==> config.mk <==
export PLATFORM = sky130hd
export DESIGN_NAME = axis_pkt_mux
export DESIGN_NICKNAME = d
export VERILOG_FILES = /design/src/rtl/axis_mux_pkg.sv /design/src/rtl/axis_rr_arbiter.sv /design/src/rtl/axis_pkt_mux.sv
export SDC_FILE = /design/constraint.sdc
export NUM_CORES = 1
export LEC_CHECK = 0
export ABC_AREA = 1
export CORE_ASPECT_RATIO = 0.9
export CORE_UTILIZATION = 35
export CTS_CLUSTER_DIAMETER = 80
export DETAILED_ROUTE_END_ITERATION = 10
export GPL_ROUTABILITY_DRIVEN = 1
export PLACE_DENSITY_LB_ADDON = 0.3
export SYNTH_ARGS = -nofsm -noshare
export SYNTH_HDL_FRONTEND = slang
export SYNTH_SLANG_ARGS = --single-unit
==> constraint.sdc <==
create_clock -name clk -period 1.6 [get_ports clk]
set_input_delay 0.24 -clock clk [delete_from_list [all_inputs] [get_ports clk]]
set_output_delay 0.24 -clock clk [all_outputs]
set_load 0.005 [all_outputs]
==> src/rtl/axis_mux_pkg.sv <==
// Shared types and default sizes for the AXI-Stream packet multiplexer.
package axis_mux_pkg;

    typedef enum logic {
        IDLE,
        XFER
    } mux_state_t;

    localparam int AXIS_DATA_W_DEF = 8;
    localparam int AXIS_NUM_CH_DEF = 4;

endpackage

==> src/rtl/axis_rr_arbiter.sv <==
// Combinational round-robin pick: first requesting channel after ptr, with wrap-around.
module axis_rr_arbiter #(
    parameter int NUM_CH = 4,
    parameter int SEL_W  = $clog2(NUM_CH)
) (
    input  logic [NUM_CH-1:0] req,
    input  logic [SEL_W-1:0]  ptr,
    output logic [SEL_W-1:0]  gnt_idx,
    output logic              gnt_valid
);

    // Distance k = 1 is searched first, so the channel just served ranks last.
    always_comb begin
        gnt_valid = 1'b0;
        gnt_idx   = '0;
        for (int k = 1; k <= NUM_CH; k++) begin
            for (int i = 0; i < NUM_CH; i++) begin
                if (!gnt_valid && req[i] && (i == (int'(ptr) + k) % NUM_CH)) begin
                    gnt_valid = 1'b1;
                    gnt_idx   = SEL_W'(i);
                end
            end
        end
    end

endmodule

==> src/rtl/axis_pkt_mux.sv <==
// N-input AXI-Stream packet mux with per-packet grant lock and a registered output slice.
// AXIS_PKT_MUX_RR_EN selects round-robin arbitration; otherwise the sel port picks the channel.
//
//   state | meaning
//   IDLE  | no grant held; arbitrate each cycle, all s_ready low
//   XFER  | cur_ch locked until its s_last beat is accepted
module axis_pkt_mux
    import axis_mux_pkg::*;
#(
    parameter int NUM_CH = AXIS_NUM_CH_DEF,
    parameter int DATA_W = AXIS_DATA_W_DEF,
    parameter int SEL_W  = $clog2(NUM_CH)
) (
    input  logic                     clk,
    input  logic                     reset,
    input  logic [SEL_W-1:0]         sel,
    input  logic [NUM_CH*DATA_W-1:0] s_data,
    input  logic [NUM_CH-1:0]        s_valid,
    output logic [NUM_CH-1:0]        s_ready,
    input  logic [NUM_CH-1:0]        s_last,
    output logic [DATA_W-1:0]        m_data,
    output logic                     m_valid,
    input  logic                     m_ready,
    output logic                     m_last,
    output logic [SEL_W-1:0]         cur_ch,
    output logic                     busy
);

    mux_state_t        state_q, state_d;
    logic [SEL_W-1:0]  cur_ch_q, cur_ch_d;
    logic [SEL_W-1:0]  cand;
    logic              cand_ok;
    logic              cur_valid, cur_last;
    logic [DATA_W-1:0] cur_data;
    logic              out_free, accept;

    always_comb begin
        cur_valid = 1'b0;
        cur_last  = 1'b0;
        cur_data  = '0;
        for (int i = 0; i < NUM_CH; i++) begin
            if (cur_ch_q == SEL_W'(i)) begin
                cur_valid = s_valid[i];
                cur_last  = s_last[i];
                cur_data  = s_data[i*DATA_W +: DATA_W];
            end
        end
    end

    assign out_free = !m_valid || m_ready;
    assign accept   = (state_q == XFER) && cur_valid && out_free;

`ifdef AXIS_PKT_MUX_RR_EN
    logic [SEL_W-1:0] rr_ptr_q;
    logic             unused_sel;

    assign unused_sel = ^sel;

    axis_rr_arbiter #(
        .NUM_CH (NUM_CH),
        .SEL_W  (SEL_W)
    ) u_arb (
        .req       (s_valid),
        .ptr       (rr_ptr_q),
        .gnt_idx   (cand),
        .gnt_valid (cand_ok)
    );

    always_ff @(posedge clk or negedge reset) begin
        if (!reset) begin
            rr_ptr_q <= SEL_W'(NUM_CH - 1);
        end else if (state_q == IDLE && cand_ok) begin
            rr_ptr_q <= cand;
        end
    end
`else
    // An out-of-range sel matches no channel and so never grants.
    always_comb begin
        cand    = sel;
        cand_ok = 1'b0;
        for (int i = 0; i < NUM_CH; i++) begin
            if (sel == SEL_W'(i)) begin
                cand_ok = s_valid[i];
            end
        end
    end
`endif

    always_comb begin
        state_d  = state_q;
        cur_ch_d = cur_ch_q;
        case (state_q)
            IDLE: begin
                if (cand_ok) begin
                    state_d  = XFER;
                    cur_ch_d = cand;
                end
            end
            XFER: begin
                if (accept && cur_last) begin
                    state_d = IDLE;
                end
            end
            default: state_d = IDLE;
        endcase
    end

    always_comb begin
        s_ready = '0;
        for (int i = 0; i < NUM_CH; i++) begin
            if (state_q == XFER && cur_ch_q == SEL_W'(i)) begin
                s_ready[i] = out_free;
            end
        end
    end

    always_ff @(posedge clk or negedge reset) begin
        if (!reset) begin
            state_q  <= IDLE;
            cur_ch_q <= '0;
        end else begin
            state_q  <= state_d;
            cur_ch_q <= cur_ch_d;
        end
    end

    always_ff @(posedge clk or negedge reset) begin
        if (!reset) begin
            m_valid <= 1'b0;
            m_data  <= '0;
            m_last  <= 1'b0;
        end else if (accept) begin
            m_valid <= 1'b1;
            m_data  <= cur_data;
            m_last  <= cur_last;
        end else if (m_ready) begin
            m_valid <= 1'b0;
        end
    end

    assign busy   = (state_q == XFER);
    assign cur_ch = cur_ch_q;

endmodule

======== After elaboration in Yosys (flattened, before gate mapping) ========
Index checks and enable logic that the tools add are counted.
word-level totals
  flip-flop bits (word level) ............. 13
  input port bits ......................... 45
  output and inout port bits .............. 17
cells by class
  eq/ne operators ......................... 6
  muxes and demuxes ....................... 25
  bitwise gates (word level) .............. 1
  reduce and logical (&&, ||, !) cells .... 13
operators by type and width
  cell                                            number
  two-way mux 8 bit                               4
  two-way mux 1 bit                               20
  == test 2 bit (second input constant)           4
  logical AND 1 bit                               7
  == test 2 x 1 -> 1 bit (second input constant)  2
  logical NOT 2 bit                               2
  case mux 1 bit (2 select lines)                 1
  AND reduction 2 bit                             1
  nonzero test 2 bit                              1
  logical NOT 1 bit                               1
  logical OR 1 bit                                1
  inverter 1 bit                                  1

======== Longest topological paths before layout ========
Gate-level depths: netlist of the first run.
  depth in word-level cells ............... 10
  mapped depth ............................ 10
  gate-level depth less buffers ........... 8

======== Worst setup path before layout of the first run ========
No wires, ideal clock.
  path type ............................... reg2reg
  from .................................... reg cur_ch_q[1], in the netlist cur_ch[1]
  to ...................................... reg m_last
  setup time .............................. 120 ps
  data arrival time ....................... 1192 ps
  slack ................................... 288 ps
  cell stages (with the launch flop) ...... 11
  buffers on the path ..................... 2
  period minus slack after synthesis ...... 1312 ps
  path through ............................ dfrtp_1 buf_6 inv_6 nor2_8 nand2_4 nand3_2 nand2_2 nand3_4 buf_12 nand2_4 nand2_2
between the ends
  longest elaborated chain between the ends .. 7
  elaborated cells on any way between the ends .. 14
  those cells by class .................... eq/ne (3); mux (8); reduce/logical (3)
ends and longest elaborated chain
  item                            line                 RTL
  from (decl)                     axis_pkt_mux.sv:30   logic [SEL_W-1:0] cur_ch_q, cur_ch_d;
  from (signal assigned)          axis_pkt_mux.sv:123  cur_ch_q <= cur_ch_d;
  logical NOT 2 bit               axis_pkt_mux.sv:42   if (cur_ch_q == SEL_W'(i)) begin
  two-way mux 1 bit (4 in a row)  axis_pkt_mux.sv:42
  logical AND 1 bit (2 in a row)  axis_pkt_mux.sv:51   assign accept = (state_q == XFER) && cur_valid && out_free;
  to (signal assigned)            axis_pkt_mux.sv:135  m_last <= cur_last;
  to (decl)                       axis_pkt_mux.sv:24   output logic m_last,
Several ways; a longest one is shown, not always the timed one.
A chain may end at the register's enable or synchronous reset.

======== Worst setup path in the final report of the first run ========
  from .................................... reg cur_ch_q[1], in the netlist cur_ch[1]
  to ...................................... out cur_ch[1]
RTL lines
  item       line                RTL
  to (decl)  axis_pkt_mux.sv:25  output logic [SEL_W-1:0] cur_ch,
No word-level cell between the ends.

==> metrics.txt, run 1 <==
status=completed; Clk Latency, worst-skew pair=270 ps; Final nets=240; gr ovfl total=0; total core area=0.00249 mm^2; final setup fails=0; worst-margin pin slew=541 ps; CTS max path bufs=2; row cnt=17; Clock transition at path regs=80 ps; worst-path maximum fanout=8; initial antenna violation count=0; Buf+Inv Stages, Crit Path=1; post-route ant nets=0; GRT met2 Usage=0.367; Switching Fraction=0.442; vias in the first global route=1053; CTS tree=built; syn avg cell area=7.73 um^2; area delta synth->final=78.3%; Root Buffer=clkbuf_4; CP startpoint kind=register; Psw=1.20 mW; Hold WS=318 ps; fin. max-slew vios=0; remaining routing DRC violations=0; io pins=62; synth unique cells=22; DRT Wirelength=2760 um; Peak Freq=643 MHz; Detailed Routing Iterations Pass 1=6; setup ws final=44.4 ps; post-route cell area=0.00167 mm^2; CP max-delay cell=clkdlybuf4s50_1; Initial Util=0.376; Inserted Clock Buffers=3; Comb pwr share=0.694; Synth Instances=121; top cells by area, synth=dfrtp_1, nand2_1, o21ai_2; max-cap violations=0; Yosys top cell area share=0.348; RePlAce Congestion=0.732; Tot GR Track Use=0.195; routed wire length per instance=12.4 um; register share of total power=0.236; crit path cell chain=clkdlybuf4s50_1; H-Tree Depth=1; synth warn=0; ant diodes=0; Clock Skew=7.48 ps; busiest grt layer=met2; # clock sinks=13; Port Buffer Count=61; post-place setup slack=-402 ps; vias per cell=4.88; most common cell after layout, fill and taps aside=clkdlybuf4s50_1; Tcrit/Tclk final=0.972; post-synth top area cell=dfrtp_1; routing usage on met1=0.219; crit path DAT=1320 ps; Worst Setup End Kind=output pin; CP Class=reg -> out; Die Y=51.1 um; instance area after placement=0.00159 mm^2; Crit path required time=1360 ps; Core Util, Final=0.671; internal power=1.52 mW; Vias=1083; largest net degree at the start of global routing=19; Synth Cell Area=936 um^2; most frequent cells in the layout=clkdlybuf4s50_1, nand2_1, nand3_1, dfrtp_1; slew margin rel.=0.638; sequential fraction of the synthesis area=0.348; met3 usage=0.0278; Pwr per Cell Area=1630 mW/mm^2; clock network fraction of total power=0.071; Hold Crit Class=in -> async; Max VDD drop=1010 uV; starting DRC count in detailed routing=24; first-pass GRT wire length=4390 um; share of cells above drive strength 1=0.216; syn nets=166; Die W=56.5 um; unrepaired setup endpoints after global routing=false; total die area=0.00288 mm^2; Pleak=0.766 nW; post-DP HPWL=2210 um; Final Hold Viols=0; slowest stage delay, CP=540 ps; CP delay by family, top=buffers and inverters; min Tclk post-route=1560 ps; synthesized flop and latch total=13
## power by group through the flow
stage	Clock (mW)	Sequential [mW]	Combinational (mW)
floorplan	0	0.597	1.15
global placement	0	0.634	1.72
detailed placement	0	0.644	1.78
CTS	0.199	0.651	1.78
global route	0.210	0.667	2.08
finish	0.193	0.641	1.89
## registers in the layout, summed over array words and instances, names as in the netlist
name	flops
m_last	1
busy	1
m_valid	1
m_data	8
cur_ch	2
## cell families after synthesis
kind of cell | synth area share
flip-flops | 0.348
buffers and inverters | 0.0949
AO/OA/AOI/OAI | 0.150
AND/OR/NAND/NOR | 0.408
## worst paths after layout
path,from,end,slack [ps],cells past startpoint
max,cur_ch[1]$_DFFE_PN0P_,cur_ch[1],40,1
min,reset,m_last$_DFFE_PN0P_,320,1
max reg2reg,cur_ch[1]$_DFFE_PN0P_,m_last$_DFFE_PN0P_,120,9
min reg2reg,m_data[0]$_DFFE_PN0P_,m_data[0]$_DFFE_PN0P_,480,2
max in group asynchronous,reset,cur_ch[1]$_DFFE_PN0P_,900,1
min in group clk,m_data[0]$_DFFE_PN0P_,m_data[0]$_DFFE_PN0P_,480,2
## layout make-up
class                      count  area [um^2]
multi-input combinational     95          552
fill                         219          820
timing repair buffer          71          682
clock buffer                   4         26.3
inverter                      11         46.3
tap                           28         35.0
sequential                    13          328
## cells in the mapped netlist
cell type	instances
nand2_1	40
dfrtp_1	13
nand3_1	12
a21oi_1	10
inv_1	8
o21ai_2	8
nand2_2	4
o21ai_0	4
nor2_1	3
nor3_1	3
buf_6	2
nand2_4	2
nand4_1	2
nor2_8	2
buf_12	1
clkinv_1	1
inv_2	1
inv_6	1
nand3_2	1
nand3_4	1
nor2_2	1
nor2_4	1
## metal layers
metal  part of all wire  up-vias
li1                   -      541
met1               0.41      504
met2               0.54       36
met3              0.047        2
met4             0.0073        0
met5                  0        -
## through the flow
step	cells	setup TNS, ps	power, mW
CTS	219	0	2.63
global route	222	0	2.95
detailed placement	214	-1380	2.42
finish	222	0	2.72
global placement	214	-1280	2.36
floorplan	121	0	1.74
## timing repair
item	CTS	global route
cloned	0	1
hold buffers	0	0
buffers inserted	1	2
endpoints found under the setup margin	14	11
hold endpoints to repair	0	0
resized for setup	9	3
pin swaps	0	1
(Power assumes the default switching activity.)
==> run 2: changes to the inputs <==
- GPL_TIMING_DRIVEN: default -> 0
==> run 2 against run 1 <==
Against the previous run: non-clock buffer count is 5 lower; cell count down 2.7%; critical path depth increased by 3; sequential power down 6.7%; power down 2.1%; via count fell by 6.4%; sequential share of layout area up 0.087 points; flip-flop and latch count did not move; maximum frequency grew 0.62%; combinational power hardly changed; routed wire length fell by 8.2%; largest cell class unchanged; highest routed layer unchanged.
==> metrics.txt, run 2 (same netlist as run 1, synthesis figures left out) <==
CTS max path bufs=2; total core area=0.00249 mm^2; ant diodes=0; setup TNS after final layout=0 ps; first-pass GRT wire length=4150 um; area delta synth->final=76.2%; setup ws final=53.9 ps; Worst R2R End=m_data[7]$_DFFE_PN0P_; Detailed Routing Iterations Pass 1=4; row cnt=17; Clk Latency, worst-skew pair=260 ps; post-DP HPWL=2150 um; slew margin rel.=0.635; worst-path maximum fanout=10; worst-margin pin slew=546 ps; Clock transition at path regs=80 ps; fin. max-slew vios=0; # clock sinks=13; crit path cell chain=buf_8 > inv_2 > nor3_2 > clkdlybuf4s15_1; vias in the first global route=1009; Root Buffer=clkbuf_4; Worst Setup End Kind=output pin; CP max-delay cell=dfrtp_1; final setup fails=0; CTS tree=built; CP Class=reg -> out; initial antenna violation count=0; CP startpoint kind=register; remaining routing DRC violations=0; largest net degree at the start of global routing=14; instance area after placement=0.00158 mm^2; gr ovfl total=0; Fillers=223; min Tclk post-route=1550 ps; vias per cell=4.69; routed wire length per instance=11.7 um; Die Y=51.1 um; post-route ant nets=0; most frequent cells in the layout=clkdlybuf4s50_1, nand2_1, dfrtp_1, nand3_1, a21oi_1; H-Tree Depth=1; Final Hold Viols=0; Pwr per Cell Area=1620 mW/mm^2; total power=2.67 mW; DRT Wirelength=2530 um; Final nets=234; Port Buffer Count=61; Hold Buf Count CTS=0; RePlAce Congestion=0.724; R2R Setup Slk=200 ps; post-route cell area=0.00165 mm^2; status=completed; r2r startpoint=cur_ch[0]$_DFFE_PN0P_; Max VDD drop=1620 uV; FF-to-FF path depth=8; max reg flops=8; starting DRC count in detailed routing=15; most common cell after layout, fill and taps aside=clkdlybuf4s50_1; Hold Crit Class=in -> async; Vias=1014; slowest stage delay, CP=390 ps; post-place setup slack=-390 ps; Tcrit/Tclk final=0.966; Die W=56.5 um; io pins=62; max-cap violations=0; Pleak=0.748 nW; Inserted Clock Buffers=3; Biggest register=m_data; Initial Util=0.376; share of cells above drive strength 1=0.191; total die area=0.00288 mm^2; crit path DAT=1310 ps; Clock Skew=2.94 ps; Crit path required time=1360 ps; Peak Freq=647 MHz; Tot GR Track Use=0.180
==> run 2: cell types whose count changed in the layout (fill, tap and decap cells not counted), sizes merged <==
cell           change
dlygate4sd2        -1
buf                -5
clkdlybuf4s15      +1
nand3              -1
==> run 2: through the flow <==
| stage | hold slack (ps) | std cells | utilization |
|---|---|---|---|
| 5_1_grt | 375 | 216 | 0.663 |
| 6_report | 334 | 216 | 0.663 |
| 4_1_cts | 354 | 214 | 0.647 |
| 3_5_place_dp | 470 | 210 | 0.635 |
| 2_1_floorplan | -55.6 | 121 | - |
| 3_3_place_gp | 465 | 210 | 0.635 |
==> run 2: routing by layer <==
metal / vias to the layer above / track usage / share of wire
li1: 532 / - / -
met1: 446 / 0.226 / 0.42
met2: 32 / 0.322 / 0.52
met3: 4 / 0.0278 / 0.045
met4: 0 / 0.0488 / 0.011
met5: - / 0 / 0
==> run 2: where the power goes <==
| part | internal, mW | leakage [nW] | switching, mW |
|---|---|---|---|
| clock | 0.0961 | 0.0150 | 0.0927 |
| combinational | 0.924 | 0.572 | 0.955 |
| sequential | 0.488 | 0.161 | 0.110 |
| total | 1.51 | 0.748 | 1.16 |
==> run 2: critical path, delay by kind of cell, from the launching register on <==
kind	cells	cell delay, ps
buf+inv	3	480
simple gates	1	180
flops	1	390
==> run 2: how the worst max path moves through the flow <==
stage,start,slack [ps],depth (start not counted),endpoint
CTS,m_ready,7,6,s_ready[0]
finish,cur_ch[0]$_DFFE_PN0P_,50,4,s_ready[1]
detailed placement,m_ready,-390,6,s_ready[2]
global route,cur_ch[0]$_DFFE_PN0P_,-40,4,s_ready[1]
global placement,m_ready,-350,6,s_ready[2]
floorplan,cur_ch[1]$_DFFE_PN0P_,290,10,m_last$_DFFE_PN0P_
==> run 2: final cells by class <==
type / count / area, um^2 / share of cell area
Inverter: 11 / 46.3 / 0.0281
Timing Repair Buffer: 63 / 623 / 0.378
Clock buffer: 4 / 26.3 / 0.0159
Buffer: 3 / 46.3 / 0.0281
Sequential cell: 13 / 325 / 0.197
Tap cell: 28 / 35.0 / 0.0212
Multi-Input combinational cell: 94 / 547 / 0.332
==> run 2: what timing repair did <==
| item | in CTS | in global routing |
|---|---|---|
| buffers inserted | 0 | 2 |
| pin swaps | 0 | 0 |
| endpoints found under the setup margin | 4 | 4 |
| gates resized for setup | 7 | 7 |
